===== config.mk =====
export PLATFORM = sky130hd
export DESIGN_NAME = alu_multicycle_flat
export DESIGN_NICKNAME = d
export VERILOG_FILES = /design/src/rtl/alu_multicycle_if.sv /design/src/rtl/alu_multicycle.sv /design/src/flat_wrapper.sv
export SDC_FILE = /design/constraint.sdc
export NUM_CORES = 1
export LEC_CHECK = 0
export BUFFER_PORTS_ARGS = -buffer_cell sky130_fd_sc_hd__buf_2
export CORE_AREA = 2 2 143 145
export CTS_CLUSTER_DIAMETER = 40
export DETAILED_ROUTE_END_ITERATION = 12
export DIE_AREA = 0 0 145 147
export GPL_TIMING_DRIVEN = 0
export PLACE_DENSITY = 0.69
export SLEW_MARGIN = 0
export SYNTH_ARGS = -nofsm -noshare
export SYNTH_HDL_FRONTEND = slang
export SYNTH_SLANG_ARGS = --single-unit

===== constraint.sdc =====
create_clock -name clk -period 7.6 [get_ports clk]
set_clock_uncertainty 0.2 [all_clocks]
set_input_delay 0.38 -clock clk [delete_from_list [all_inputs] [get_ports clk]]
set_output_delay 0.38 -clock clk [all_outputs]
set_load 0.02 [all_outputs]

===== src/rtl/alu_multicycle_if.sv =====
// rtl/alu_multicycle_if.sv - operation/result handshake bundle for alu_multicycle
interface alu_multicycle_if #(
  parameter int WIDTH = 32
) ();
  logic             in_valid;
  logic             in_ready;
  logic [3:0]       ALUControl;
  logic [WIDTH-1:0] SrcA;
  logic [WIDTH-1:0] SrcB;
  logic             out_valid;
  logic             out_ready;
  logic [WIDTH-1:0] ALUResult;
  logic             Zero;
  logic             illegal;

  modport master (
    output in_valid, ALUControl, SrcA, SrcB, out_ready,
    input  in_ready, out_valid, ALUResult, Zero, illegal
  );

  modport slave (
    input  in_valid, ALUControl, SrcA, SrcB, out_ready,
    output in_ready, out_valid, ALUResult, Zero, illegal
  );
endinterface


===== src/rtl/alu_multicycle.sv =====
// rtl/alu_multicycle.sv - execute unit: single-cycle arith/logic/compare, one-bit-per-cycle shifts
module alu_multicycle #(
  parameter int WIDTH = 32,
  parameter int SHW   = $clog2(WIDTH)
) (
  input  logic        clk,
  input  logic        reset,
  alu_multicycle_if.slave bus
);

  typedef enum logic [1:0] {
    S_IDLE  = 2'd0,
    S_SHIFT = 2'd1,
    S_DONE  = 2'd2
  } state_e;

  localparam logic [3:0] OP_ADD  = 4'b0000;
  localparam logic [3:0] OP_SUB  = 4'b0001;
  localparam logic [3:0] OP_AND  = 4'b0010;
  localparam logic [3:0] OP_OR   = 4'b0011;
  localparam logic [3:0] OP_SRA  = 4'b0100;
  localparam logic [3:0] OP_SLT  = 4'b0101;
  localparam logic [3:0] OP_SRL  = 4'b0110;
  localparam logic [3:0] OP_SLL  = 4'b0111;
  localparam logic [3:0] OP_SLTU = 4'b1000;
  localparam logic [3:0] OP_XOR  = 4'b1001;

  localparam logic [1:0] SK_SRA = 2'd0;
  localparam logic [1:0] SK_SRL = 2'd1;
  localparam logic [1:0] SK_SLL = 2'd2;

  state_e           state_q, state_d;
  logic [WIDTH-1:0] work_q, work_d;
  logic [SHW-1:0]   cnt_q, cnt_d;
  logic [1:0]       kind_q, kind_d;
  logic [WIDTH-1:0] result_q, result_d;
  logic             zero_q, zero_d;
  logic             illegal_q, illegal_d;

  logic [WIDTH-1:0] alu_val;
  logic             alu_ill;
  logic             is_shift;
  logic [1:0]       kind_in;
  logic [SHW-1:0]   shamt;
  logic [WIDTH-1:0] shifted;

  assign shamt = bus.SrcB[SHW-1:0];

  // Single-cycle datapath; shift codes are handled by the iterative path instead.
  always_comb begin
    alu_val  = '0;
    alu_ill  = 1'b0;
    is_shift = 1'b0;
    kind_in  = SK_SRA;
    case (bus.ALUControl)
      OP_ADD:  alu_val = bus.SrcA + bus.SrcB;
      OP_SUB:  alu_val = bus.SrcA - bus.SrcB;
      OP_AND:  alu_val = bus.SrcA & bus.SrcB;
      OP_OR:   alu_val = bus.SrcA | bus.SrcB;
      OP_XOR:  alu_val = bus.SrcA ^ bus.SrcB;
      OP_SLT:  alu_val = {{(WIDTH-1){1'b0}}, ($signed(bus.SrcA) < $signed(bus.SrcB))};
      OP_SLTU: alu_val = {{(WIDTH-1){1'b0}}, (bus.SrcA < bus.SrcB)};
      OP_SRA: begin
        is_shift = 1'b1;
        kind_in  = SK_SRA;
      end
      OP_SRL: begin
        is_shift = 1'b1;
        kind_in  = SK_SRL;
      end
      OP_SLL: begin
        is_shift = 1'b1;
        kind_in  = SK_SLL;
      end
      default: alu_ill = 1'b1;
    endcase
  end

  always_comb begin
    case (kind_q)
      SK_SLL:  shifted = {work_q[WIDTH-2:0], 1'b0};
      SK_SRL:  shifted = {1'b0, work_q[WIDTH-1:1]};
      default: shifted = {work_q[WIDTH-1], work_q[WIDTH-1:1]};
    endcase
  end

  always_comb begin
    state_d   = state_q;
    work_d    = work_q;
    cnt_d     = cnt_q;
    kind_d    = kind_q;
    result_d  = result_q;
    zero_d    = zero_q;
    illegal_d = illegal_q;
    case (state_q)
      S_IDLE: begin
        if (bus.in_valid) begin
          if (!is_shift) begin
            result_d  = alu_val;
            zero_d    = (alu_val == '0);
            illegal_d = alu_ill;
            state_d   = S_DONE;
          end else if (shamt == '0) begin
            result_d  = bus.SrcA;
            zero_d    = (bus.SrcA == '0);
            illegal_d = 1'b0;
            state_d   = S_DONE;
          end else begin
            work_d  = bus.SrcA;
            cnt_d   = shamt;
            kind_d  = kind_in;
            state_d = S_SHIFT;
          end
        end
      end
      S_SHIFT: begin
        work_d = shifted;
        cnt_d  = cnt_q - 1'b1;
        // The final shift lands straight in the result register, saving a cycle.
        if (cnt_q == SHW'(1)) begin
          result_d  = shifted;
          zero_d    = (shifted == '0);
          illegal_d = 1'b0;
          state_d   = S_DONE;
        end
      end
      S_DONE: begin
        if (bus.out_ready) state_d = S_IDLE;
      end
      default: state_d = S_IDLE;
    endcase
  end

  always_ff @(posedge clk) begin
    if (reset) begin
      state_q   <= S_IDLE;
      work_q    <= '0;
      cnt_q     <= '0;
      kind_q    <= SK_SRA;
      result_q  <= '0;
      zero_q    <= 1'b1;
      illegal_q <= 1'b0;
    end else begin
      state_q   <= state_d;
      work_q    <= work_d;
      cnt_q     <= cnt_d;
      kind_q    <= kind_d;
      result_q  <= result_d;
      zero_q    <= zero_d;
      illegal_q <= illegal_d;
    end
  end

  assign bus.in_ready  = (state_q == S_IDLE);
  assign bus.out_valid = (state_q == S_DONE);
  assign bus.ALUResult = result_q;
  assign bus.Zero      = zero_q;
  assign bus.illegal   = illegal_q;

endmodule


===== src/flat_wrapper.sv =====
// flat-port wrapper written by rule: the top's interface ports become plain ports
module alu_multicycle_flat 
#(
  parameter int WIDTH = 32,
  parameter int SHW   = $clog2(WIDTH)
)
  (clk, reset, bus_in_valid, bus_ALUControl, bus_SrcA, bus_SrcB, bus_out_ready, bus_in_ready, bus_out_valid, bus_ALUResult, bus_Zero, bus_illegal);
  alu_multicycle_if #(.WIDTH(WIDTH)) bus_i ();
  input  logic clk;
  input  logic reset;
  input wire logic [$bits(bus_i.in_valid)-1:0] bus_in_valid;
  input wire logic [$bits(bus_i.ALUControl)-1:0] bus_ALUControl;
  input wire logic [$bits(bus_i.SrcA)-1:0] bus_SrcA;
  input wire logic [$bits(bus_i.SrcB)-1:0] bus_SrcB;
  input wire logic [$bits(bus_i.out_ready)-1:0] bus_out_ready;
  output wire logic [$bits(bus_i.in_ready)-1:0] bus_in_ready;
  output wire logic [$bits(bus_i.out_valid)-1:0] bus_out_valid;
  output wire logic [$bits(bus_i.ALUResult)-1:0] bus_ALUResult;
  output wire logic [$bits(bus_i.Zero)-1:0] bus_Zero;
  output wire logic [$bits(bus_i.illegal)-1:0] bus_illegal;
  assign bus_i.in_valid = bus_in_valid;
  assign bus_i.ALUControl = bus_ALUControl;
  assign bus_i.SrcA = bus_SrcA;
  assign bus_i.SrcB = bus_SrcB;
  assign bus_i.out_ready = bus_out_ready;
  assign bus_in_ready = bus_i.in_ready;
  assign bus_out_valid = bus_i.out_valid;
  assign bus_ALUResult = bus_i.ALUResult;
  assign bus_Zero = bus_i.Zero;
  assign bus_illegal = bus_i.illegal;
  alu_multicycle #(.WIDTH(WIDTH), .SHW(SHW)) u_core (.clk(clk), .reset(reset), .bus(bus_i));
endmodule

* Word level (Yosys, flattened, before mapping)
Index checks and enable logic that the tools add are counted.
** Storage, ports and cells
- Flip-flop bits (word level) :: 75
- Bits in latches :: 0
- RAM bits :: 0
- Bits in read-only memories :: 0
- Input bits :: 72
- Logic and storage cells :: 83
- Memories kept :: 0
** Cells by class
- Add/subtract/negate cells :: 3
- Multiply operators :: 0
- Divide/modulo/power cells :: 0
- $lt $le $gt $ge :: 2
- Equal/unequal tests :: 20
- Shifts and indexed selects :: 0
- Muxes and demuxes :: 34
- Bitwise gates (word level) :: 4
- Reduce and logical (&&, ||, !) cells :: 13
** Operator list (count)
- $mux W32 :: 7
- $pmux W32 S7 :: 1
- $pmux W32 S2 :: 3
- $logic_not A32 Y1 :: 3
- $lt A32 B32 Y1 :: 2
- $add A32 B32 Y32 :: 1
- $and A32 B32 Y32 :: 1
- $or A32 B32 Y32 :: 1
- $sub A32 B32 Y32 :: 1
- $xor A32 B32 Y32 :: 1
- $eq A4 B3 Y1 const B :: 4
- $mux W5 :: 3
- $reduce_and A4 Y1 :: 3
- $mux W1 :: 10
- $mux W2 :: 5
- $pmux W5 S2 :: 1
- $reduce_or A10 Y1 :: 1
- $eq A4 B2 Y1 const B :: 2
- $eq A4 B4 Y1 const B :: 2
- $ne A2 B2 Y1 const B :: 3
- $pmux W2 S3 :: 1
- $eq A5 B1 Y1 const B :: 1
- $logic_not A5 Y1 :: 1
- $sub A5 B1 Y5 const B :: 1
- 13 further kinds :: 17

* Depth between registers and ports, before layout
Gate-level depths: netlist (run 1).
- Depth in word-level cells :: 6
- Mapped depth :: 15
- Depth with buffers taken out :: 14

* Worst setup path after synthesis (run 1)
OpenSTA, ideal clock, no wires.
- Path kind :: register -> register
- Start point :: reg u_core.kind_q[0]
- End point :: reg u_core.zero_q, in the netlist u_core.bus.Zero
- Setup time :: 84 ps
- Arrival :: 3404 ps
- Data required time :: 7316 ps
- Setup slack :: 3912 ps
- Stages on the path, launching flop included :: 15
- Period minus slack after synthesis :: 3688 ps
- Cells stage by stage :: dfxtp_1 inv_1 ha_1 or2_1 buf_6 a22o_1 or4_1 or4_4 o311ai_2 nand3_1 nor4_1 nand4_1 nor4b_2 nand4_1 o31ai_2
** On the way
- Cells in the longest elaborated chain, start to end :: 5
** Ends and longest elaborated chain
- start: declaration :: line alu_multicycle.sv:35 : logic [1:0] kind_q, kind_d;
- start signal: assignment :: line alu_multicycle.sv:147 : kind_q <= kind_d;
- $eq A2 B1 Y1 / $eq A2 B2 Y1 (equally long branches) :: line alu_multicycle.sv:80 : case (kind_q)
- $pmux W32 S2 (*) :: line alu_multicycle.sv:80
- $logic_not A32 Y1 (*) :: line alu_multicycle.sv:122 : zero_d = (shifted == '0);
- $mux W1 (*) :: line alu_multicycle.sv:120 : if (cnt_q == SHW'(1)) begin
- $pmux W1 S2 (*) :: line alu_multicycle.sv:95 : case (state_q)
- end signal: assignment :: line alu_multicycle.sv:149 : zero_q <= zero_d;
- end: declaration :: line alu_multicycle.sv:37 : logic zero_q, zero_d;
Mark *: on every way between the ends. The rest lies on a longest branch, timed or not. The select of a mux whose other input is x is not followed.
A chain may end at the register's enable or synchronous reset.

* Worst setup path after layout (run 1)
- Start point :: in bus_SrcA[6]
- End point :: reg u_core.zero_q, in the netlist u_core.bus.Zero
** On the way
- Cells in the longest elaborated chain, start to end :: 6
** Ends and longest elaborated chain
- start: declaration :: line flat_wrapper.sv:13 : input wire logic [$bits(bus_i.SrcA)-1:0] bus_SrcA;
- $sub A32 B32 Y32, or another cell as far along :: line alu_multicycle.sv:57 : OP_SUB: alu_val = bus.SrcA - bus.SrcB;
- $pmux W32 S7 :: line alu_multicycle.sv:55 : case (bus.ALUControl)
- $logic_not A32 Y1 :: line alu_multicycle.sv:100 : zero_d = (alu_val == '0);
- $mux W1 (*) :: line alu_multicycle.sv:98 : if (!is_shift) begin
- $mux W1 (*) :: line alu_multicycle.sv:97 : if (bus.in_valid) begin
- $pmux W1 S2 (*) :: line alu_multicycle.sv:95
Marked as above.

==> summary.md, run 1 <==
| Metric | Value |
|---|---|
| FP Rows | 52 |
| Worst path slowest cell | o31ai_1 |
| Fraction of registers with async set/reset | 0 |
| Crit path kind | in -> reg |
| Slew margin rel. | 0.223 |
| Top cell by count, worst path | nand4_1 |
| Setup Buffers After CTS | 0 |
| GR Overflow Total | 0 |
| Diode count | 0 |
| Worst Path Max Fanout | 9 |
| Reg clk slew, reported paths | 60 ps |
| Yosys warning total | 0 |
| Starting Density | 0.491 |
| Final Hold Fails | 0 |
| Initial drt markers | 1,498 |
| HPWL after DPL | 35.2 mm |
| Top FF cell, synth | dfxtp_1 |
| Vias | 12.1k |
| Number of synthesized flops with an enable pin | 0 |
| Period minus WS final | 4970 ps |
| Cell family with most CP delay | compound AO/OA/AOI/OAI gates |
| Port Buffer Count | 106 |
| Synth top area share | 0.154 |
| Final Instance Count excl. Fillers | 1,829 |
| Avg Cell Area, Syn | 6.78 um^2 |
| Unrepaired setup endpoints after global routing | no |
| Layout Nets | 1,745 |
| Crit path arrival time | 5020 ps |
| First-pass GRT wire length | 66.7 mm |
| Syn_nets | 1,628 |
| Worst-path cell chain | buf_2 -> inv_1 -> ha_1 -> clkbuf_1 -> nand2_1 -> a2111oi_2 -> a21oi_1 -> o31ai_1 -> a21boi_1 -> nor4b_1 -> a211oi_1 -> nand4_1 -> nor4b_2 -> nand4_1 -> o31ai_2 |
| FF+latch count, synth | 75 |
| Die height | 147 um |
| Number of clock sinks | 75 |
| Post-route ant nets | 0 |
| DR WL/cell | 24.3 um |
| Critical path capture point type | flip-flop |
| Max-Cap Viols | 0 |
| Sum of negative setup slack | 0 ps |
| Io pins | 108 |
| FF-to-FF Start | u_core.kind_q[0]$_SDFFE_PP0P_ |
| Synth Instances | 1,437 |
| Pin count of the biggest net entering global routing | 13 |
| Yosys top cell by area | dfxtp_1 |
| Share of post-route cells with drive strength above 1 | 0.0962 |
| Status | finished, final reports clean |
| Drt pass-1 iters | 8 |
| Placer Congestion | 1.02 |
| Chip width | 145 um |
| Commonest cells after routing, fill and taps aside | a21oi_1 (195), nand2_1 (153), nor2_1 (145), ha_1 (117), buf_2 (111) |
| Critical Path RT | 7650 ps |
| Seq/Total Area, Yosys | 0.154 |
| DRC viols | 0 |
| Slew @ Worst Pin | 1160 ps |
| Clock Latency Late Sink | 340 ps |
| Cell leakage power | 4.60 nW |
| Cells taking the most area after synthesis | dfxtp_1 (15%), ha_1 (15%), a21oi_1 (10%) |
| CP startpoint kind | input pin |
| Clk root buf | clkbuf_16 |
| Aggregate routed wire length | 44.5 mm |
| Most common cell after layout, fill and taps aside | a21oi_1 |
| Total GRT Usage | 0.406 |
| Layout Utilization | 0.550 |
| Crit-path max cell delay | 810 ps |
| Worst VDD drop | 110 uV |
| Max Fclk | 201 MHz |
| CTS tree | done |
| Crit path launch | bus_SrcA[6] |
| DIE AREA | 0.0213 mm^2 |
| CTS Buf Count | 9 |
| # setup viols final | 0 |
| Tot Pwr | 0.00158 W |
| Core area | 0.0198 mm^2 |
| Gates resized, CTS repair | 0 |
| Critical path buffer and inverter count | 3 |
| Synth unique cells | 79 |
| Placed Instances | 1,813 |
| DR vias/cell | 6.62 |
| Max clock buf depth | 2 |
| Final Slew Violations | 0 |
| Final Cycle Share | 0.654 |
| H-tree lvl count | 3 |
| Cts hold-fix bufs | 0 |
| Number of global-route vias before repair | 11.2k |
| Hold Crit Class | in -> reg |
| Area grow syn2layout | 12.1% |
| Initial antenna violation count | 0 |
| Mapped cell area | 0.00974 mm^2 |
| Total of fill cells in the finished design | 2,060 |
| Pwr Density | 145 mW/mm^2 |
| Worst Hold Launch | reset |
==> Yosys cell counts (all sizes together), types with 9 or more instances <==
cell type and number:
o31ai 19, a21o 15, inv 107, and3 10, nor2b 11, o21bai 9, nand4 15, a221oi 10
or2 9, nand2 153, a22oi 19, a211oi 44, dfxtp 75, nand2b 12, nor3 39, nor4 20
nand3 29, a31oi 15, nor2 145, a21oi 195, o211ai 39, buf 11, a221o 10, or3 10
clkbuf 88, ha 117, o2111ai 12, o221ai 9, o21ai 65
==> final cells by class <==
class	count	area [um^2]	area share
inverter	107	402	0.0368
buffer	99	385	0.0353
sequential	75	1500	0.137
multi-input combinational	1156	7450	0.683
clock inverter	5	77.6	0.00710
tap	270	338	0.0309
timing repair buffer	106	531	0.0486
clock buffer	11	233	0.0213
==> path summary, 6_finish.rpt <==
| path | to | cells after the start | slack (ps) |
|---|---|---|---|
| hold reg to reg | u_core.bus.ALUResult[31]$_SDFFE_PP0P_ | 2 | 250 |
| setup / recovery | u_core.bus.Zero$_SDFFE_PP1P_ | 15 | 2630 |
| setup reg to reg | u_core.bus.Zero$_SDFFE_PP1P_ | 15 | 3090 |
| hold / removal | u_core.state_q[1]$_SDFFE_PP0P_ | 2 | 180 |
==> layer usage <==
metal	wire length (um)	track usage
met4	2280	0.170
met2	18900	0.634
met1	18300	0.539
met5	0	0.0114
met3	4990	0.0950
==> flip-flops by register name, indices dropped and copies added (netlist names) <==
signal,count
u_core.bus.illegal,1
u_core.cnt_q,5
u_core.bus.Zero,1
u_core.work_q,32
u_core.kind_q,2
u_core.state_q,2
u_core.bus.ALUResult,32
==> through the flow <==
stage	hold WS (ps)	area, um^2	setup WS, ps
after floorplan	245	9740	3910
after global placement	240	10600	2640
after detailed placement	244	10600	2580
after CTS	173	10900	2930
after global routing	183	10900	2560
final	177	10900	2630
==> kinds of logic after synthesis <==
family,after synthesis,share of synthesized area
muxes,10,0.0107
DFF,75,0.154
adders and majority gates,119,0.154
AOI/OAI and AO/OA,534,0.360
and+or+nand+nor,485,0.233
buffers and inverters,206,0.0808
xor gates and xnor gates,8,0.00719
==> power breakdown <==
part | total [W] | switching, W | leakage (nW) | internal (W)
sequential | 0.000439 | 0.0000206 | 0.611 | 0.000419
combinational | 0.000687 | 0.000470 | 3.84 | 0.000217
clock | 0.000456 | 0.000170 | 0.150 | 0.000287
No activity file was read; power rests on OpenSTA's default activity.
==> run 2: changes to the inputs <==
Settings changed: ABC_AREA set to 1, CORE_AREA 2 2 143 145 to 2 2 148 150, DIE_AREA 0 0 145 147 to 0 0 150 152, PLACE_DENSITY 0.69 to 0.72.
Clock period 7.6 ns to 4.15 ns, I/O delays scaled along.
==> run 2 against run 1 <==
Net effect: setup slack got worse by 2000 ps; highest routed layer unchanged; first-iteration DRC count is 14% lower; sequential power increased by 91%.
==> summary.md, run 2 <==
| Metric | Value |
|---|---|
| Clk root buf | clkbuf_16 |
| Number of clock sinks | 75 |
| Slew @ Worst Pin | 725 ps |
| Critical path buffer and inverter count | 3 |
| Total GRT Usage | 0.365 |
| Final Cycle Share | 0.852 |
| Worst-path cell chain | dlygate4sd3_1 -> buf_2 -> ha_1 -> fa_1 -> inv_1 -> nand2_1 -> nand2_1 -> nand3_1 -> nand2_1 -> nand2_1 -> nand2_1 -> nand3b_1 -> a21oi_1 -> nor2_1 -> nor2_2 -> nand2_1 -> nor2_1 -> nand3_1 -> nand2_1 -> nand2_1 -> nand2_1 -> nand2_1 -> nand2_1 |
| Port Buffer Count | 105 |
| Clock Latency Late Sink | 340 ps |
| Number of global-route vias before repair | 11.7k |
| Synth Instances | 1,826 |
| Core area | 0.0214 mm^2 |
| Most frequent cell after synthesis | nand2_1 |
| Period minus WS final | 3530 ps |
| Gates resized, CTS repair | 0 |
| Worst Path Max Fanout | 4 |
| Max clock buf depth | 2 |
| Reg clk slew, reported paths | 60 ps |
| Initial drt markers | 1,282 |
| Final Hold Fails | 0 |
| GR Overflow Total | 0 |
| Yosys top cell by area | nand2_1 |
| Max-Cap Viols | 0 |
| Largest family of logic cells by synthesized area | simple AND/OR/NAND/NOR gates |
| Mapped cell area | 0.0105 mm^2 |
| Post-synthesis adder-cell area fraction | 0.143 |
| CTS tree | done |
| Syn_nets | 2,017 |
| Setup Buffers After CTS | 0 |
| Cell leakage power | 6.16 nW |
| Layout Nets | 2,135 |
| Post-synthesis mux area share | 0 |
| Commonest cells after routing, fill and taps aside | nand2_1 (471), inv_1 (274), nor2_1 (190), nand3_1 (147), o21ai_0 (139) |
| Cts hold-fix bufs | 2 |
| CP startpoint kind | input pin |
| Cells taking the most area after synthesis | nand2_1 (17%), dfxtp_1 (14%), ha_1 (14%) |
| DR WL/cell | 19.0 um |
| Placer Congestion | 1.03 |
| Post-synth top cells | nand2_1 (471), inv_1 (274), nor2_1 (190) |
| # setup viols final | 0 |
| Seq/Total Area, Yosys | 0.143 |
| Yosys warning total | 0 |
| Worst VDD drop | 234 uV |
| Critical path capture point type | flip-flop |
| Vias | 12.8k |
| Tot Pwr | 0.00296 W |
| FP Rows | 54 |
| Chip width | 150 um |
| Worst path slowest cell | dlygate4sd3_1 |
| HPWL after DPL | 35.2 mm |
| Starting Density | 0.492 |
| Crit path arrival time | 3620 ps |
| Cell family with most CP delay | simple AND/OR/NAND/NOR gates |
| Post-synthesis compound-gate area fraction | 0.205 |
| Pwr Density | 253 mW/mm^2 |
| Total of fill cells in the finished design | 2,321 |
| Share of post-route cells with drive strength above 1 | 0.117 |
| XOR/XNOR share of the synthesized area | 0.00167 |
| Most common cell after layout, fill and taps aside | nand2_1 |
| Sum of negative setup slack | 0 ps |
| Io pins | 108 |
| Hold Crit Class | in -> reg |
| Synth top area share | 0.168 |
| Footprint of the multi-input gates | 0.00749 mm^2 |
| Critical Path RT | 4230 ps |
| R2r setup slk | 1120 ps |
| Status | finished, final reports clean |
| Avg Cell Area, Syn | 5.75 um^2 |
| Area grow syn2layout | 11.5% |
| CTS Buf Count | 9 |
| Fraction of registers with async set/reset | 0 |
| First-pass GRT wire length | 64.3 mm |
| Die height | 152 um |
| H-tree lvl count | 3 |
| Crit path kind | in -> reg |
| Max Fclk | 283 MHz |
| Drt pass-1 iters | 6 |
| Aggregate routed wire length | 42.4 mm |
| DIE AREA | 0.0228 mm^2 |
| Storage element area | 0.00150 mm^2 |
| Crit-path max cell delay | 540 ps |
| DRC viols | 0 |
| Post-route ant nets | 0 |
| Synth unique cells | 51 |
| FF+latch count, synth | 75 |
| Top FF cell, synth | dfxtp_1 |
| Initial antenna violation count | 1 |
| Synth Area in Simple Gates | 0.364 |
| Slew margin rel. | 0.512 |
| Final Slew Violations | 0 |
| DR vias/cell | 5.76 |
| Number of synthesized flops with an enable pin | 0 |
| Pin count of the biggest net entering global routing | 13 |
| Unrepaired setup endpoints after global routing | no |
| Top cell by count, worst path | nand2_1 |
## run 2: where the power goes
part           switching, W  leakage (nW)  internal [W]
sequential        0.0000513         0.616      0.000786
clock              0.000306         0.153      0.000497
combinational      0.000919          5.39      0.000399
total               0.00128          6.16       0.00168
## run 2: per-stage QoR
stage                     area (um^2)  hold slack [ps]  utilization  std cells  setup slack (ps)
after CTS                       11700             4.66        0.548       2229               692
final                           11700            0.217        0.548       2230               616
after global routing            11700             28.7        0.548       2229               444
after detailed placement        11400              254        0.533       2211               807
after floorplan                 10500              167            -       1826              1630
after global placement          11400              251        0.533       2211               831
## run 2: final cells by class
cell class,count,share of cell area
Antenna cell,1,0.000214
Buffer,73,0.0339
Clock buffer,12,0.0219
Clock inverter,4,0.00417
Inverter,294,0.0946
Multi-Input combinational cell,1384,0.640
Sequential cell,75,0.128
Tap cell,280,0.0299
Timing Repair Buffer,107,0.0466
## run 2: tightest hold or removal path: cells and delay by family
kind / cells / cell delay (ps)
buffers and inverters: 1 / 140
AND/OR/NAND/NOR: 1 / 70
AO/OA/AOI/OAI: 1 / 70
## run 2: final timing paths
kind,start,end,cells past startpoint
max,bus_SrcB[0],u_core.bus.Zero$_SDFFE_PP1P_,23
min,bus_SrcA[7],u_core.work_q[7]$_SDFFE_PP0P_,3
max reg2reg,u_core.kind_q[0]$_SDFFE_PP0P_,u_core.bus.Zero$_SDFFE_PP1P_,14
min reg2reg,u_core.bus.ALUResult[0]$_SDFFE_PP0P_,u_core.bus.ALUResult[0]$_SDFFE_PP0P_,2
## run 2: cells by family (layout without fill, tap and decap cells)
kind of cell,count (synthesis),count (layout)
buf+inv,367,490
xor+xnor,2,2
compound gates,367,367
fa+ha+maj,119,119
other cells,0,1
flops,75,75
simple gates,896,896
## run 2: metal layers
| metal | track usage | part of all wire |
|---|---|---|
| met1 | 0.472 | 0.41 |
| met2 | 0.598 | 0.46 |
| met3 | 0.0694 | 0.096 |
| met4 | 0.141 | 0.038 |
| met5 | 0 | 0 |
==> run 3: changes to the inputs <==
Settings changed: PLACE_DENSITY 0.72 to 0.69.
Clock period 4.15 ns to 3.8 ns, I/O delays scaled along.
==> run 3 against run 2 <==
Net effect: the run now ends with hold timing left; die area unchanged; clock-buffer cell count down 2; via count down 0.62%; sequential cell count unchanged; largest power group unchanged.
==> summary.md, run 3 (synthesis results as in run 2) <==
| Metric | Value |
|---|---|
| Psw | 0.00142 W |
| Final Cycle Share | 0.935 |
| Max clock buf depth | 2 |
| Slew @ Worst Pin | 712 ps |
| Io pins | 108 |
| Reg2reg path depth | 13 |
| Commonest cells after routing, fill and taps aside | nand2_1 (470), inv_1 (274), nor2_1 (187), nand3_1 (147), o21ai_0 (138) |
| Crit-path max cell delay | 520 ps |
| Reg clk slew, reported paths | 60 ps |
| Status | finished with violations |
| Hold Crit Class | in -> reg |
| Total GRT Usage | 0.375 |
| Violated checks | hold timing |
| Setup Buffers After CTS | 0 |
| CTS Buf Count | 9 |
| Final Hold Fails | 1 |
| Crit path launch | bus_SrcA[6] |
| Int Power | 0.00187 W |
| Worst VDD drop | 228 uV |
| Worst-path cell chain | dlygate4sd3_1 -> buf_2 -> inv_1 -> ha_1 -> nor2_1 -> nand4_1 -> nand2_1 -> nand2_1 -> nand2_1 -> nand2_1 -> nand2_1 -> nand2_1 -> nand3_1 -> nand3_1 -> nor2_1 -> nand2_1 -> nor2_1 -> nand3_1 -> nand2_1 -> nand2_1 -> nand2_1 -> nand2_1 -> nand2_1 |
| R2r setup slk | 660 ps |
| Die height | 152 um |
| DRC viols | 0 |
| Initial drt markers | 1,345 |
| Area after DPL | 0.0114 mm^2 |
| CTS tree | done |
| Clk root buf | clkbuf_16 |
| Most common cell after layout, fill and taps aside | nand2_1 |
| Initial antenna violation count | 0 |
| Area grow syn2layout | 12.1% |
| Crit path arrival time | 3640 ps |
| Critical Path Sink | u_core.bus.Zero$_SDFFE_PP1P_ |
| Number of clock sinks | 75 |
| FP Rows | 54 |
| Diode count | 0 |
| Final Instance Count excl. Fillers | 2,233 |
| Clock Latency Late Sink | 340 ps |
| H-tree lvl count | 3 |
| # setup viols final | 0 |
| GR Overflow Total | 0 |
| Final Slew Violations | 0 |
| Vias | 12.8k |
| Pin count of the biggest net entering global routing | 14 |
| Max-Cap Viols | 0 |
| Top cell by count, worst path | nand2_1 |
| Share of post-route cells with drive strength above 1 | 0.119 |
| DR WL/cell | 19.5 um |
| Starting Density | 0.492 |
| FF-to-FF Start | u_core.kind_q[0]$_SDFFE_PP0P_ |
| Post-route cell area | 0.0118 mm^2 |
| Clk pwr share | 0.282 |
| Sw frac | 0.431 |
| Aggregate routed wire length | 43.6 mm |
| Total of fill cells in the finished design | 2,345 |
| Worst Path Max Fanout | 6 |
| First-pass GRT wire length | 66.0 mm |
| Critical Path RT | 3880 ps |
| Post-route ant nets | 0 |
| Cell family with most CP delay | simple AND/OR/NAND/NOR gates |
| Slew margin rel. | 0.521 |
| DIE AREA | 0.0228 mm^2 |
| Chip width | 150 um |
| Cell leakage power | 6.18 nW |
| Hold Slack | -0.659 ps |
| Number of global-route vias before repair | 11.7k |
| Sequential share of power | 0.277 |
| Cell count along the critical path | 23 |
| Port Buffer Count | 105 |
| Max Fclk | 281 MHz |
| Crit path kind | in -> reg |
| Unrepaired setup endpoints after global routing | no |
| Worst path slowest cell | dlygate4sd3_1 |
| Sum of negative setup slack | 0 ps |
| Period minus WS final | 3550 ps |
| Drt pass-1 iters | 6 |
| RR Endpoint | u_core.bus.Zero$_SDFFE_PP1P_ |
| HPWL after DPL | 36.4 mm |
| Placed Instances | 2,211 |
| Core area | 0.0214 mm^2 |
| Critical path buffer and inverter count | 3 |
| CP startpoint kind | input pin |
| Pwr Density | 280 mW/mm^2 |
| Logic pwr share | 0.441 |
| Placer Congestion | 1.01 |
| Critical path capture point type | flip-flop |
| DR vias/cell | 5.71 |
| Layout Nets | 2,139 |
run 3: cell types whose count changed in the layout (fill, tap and decap cells not counted):
| cell | change |
|---|---|
| dlygate4sd3_1 | +4 |
| nor2_1 | -3 |
| nor2_2 | +3 |
| clkbuf_8 | -2 |
| bufinv_16 | +1 |
| clkinv_2 | -1 |
| clkinv_4 | +1 |
| clkinvlp_4 | +1 |
| diode_2 | -1 |
| nand2_1 | -1 |
| nand2_2 | +1 |
| o21ai_0 | -1 |
| o21ai_1 | +1 |
run 3: routing by layer:
layer	track usage	vias to the layer above	share of wire
met4	0.121	0	0.038
met3	0.0393	95	0.086
met1	0.515	5862	0.43
met5	0	-	0
met2	0.612	614	0.45
li1	-	6189	-
run 3: worst min path at each step:
stage,from,end,slack [ps],depth (start not counted)
floorplan,bus_SrcA[3],u_core.work_q[3]$_SDFFE_PP0P_,150,2
global placement,u_core.work_q[24]$_SDFFE_PP0P_,u_core.work_q[24]$_SDFFE_PP0P_,250,2
detailed placement,u_core.work_q[16]$_SDFFE_PP0P_,u_core.work_q[16]$_SDFFE_PP0P_,260,2
CTS,bus_SrcA[8],u_core.work_q[8]$_SDFFE_PP0P_,0.6,3
global route,bus_SrcA[3],u_core.work_q[3]$_SDFFE_PP0P_,4,3
finish,bus_SrcA[8],u_core.work_q[8]$_SDFFE_PP0P_,-0.7,3
run 3: power by group through the flow:
stage               combinational, W  clock (W)  sequential [W]
finish                       0.00145   0.000928        0.000913
global route                 0.00160   0.000960        0.000917
CTS                          0.00142   0.000922        0.000910
detailed placement           0.00141          0        0.000925
global placement             0.00140          0        0.000925
floorplan                   0.000893          0        0.000959
run 3: metrics by stage:
step	worst slack (ps)	total power (W)	utilization
floorplan	1290	0.00185	-
global placement	379	0.00232	0.533
detailed placement	394	0.00233	0.533
CTS	246	0.00325	0.550
global route	11.5	0.00348	0.551
finish	247	0.00329	0.551
run 3: area by class of cell:
cell class              instances  area [um^2]  share of cell area
well taps                     280          350              0.0298
plain buffers                  73          397              0.0337
flip-flops and latches         75         1500               0.128
multi-input cells            1384         7500               0.638
clock buffers                  10          229              0.0195
inverters                     294         1110              0.0941
clock inverters                 6         90.1             0.00766
repair buffers                111          586              0.0498
run 3: worst reg2reg max path, delay by kind of cell, from the launching register on:
family                   cells  cell delay [ps]
adder cells (fa/ha/maj)      1              300
AO/OA/AOI/OAI                1              230
AND/OR/NAND/NOR              8             1320
flip-flops                   1              330
buffers and inverters        3              710
run 3: timing repair:
action | 4_1_cts | 5_1_grt
hold buffers | 6 | 0
setup endpoints to repair | 0 | 1
hold endpoints to repair | 6 | 0
gates resized for setup | 0 | 5
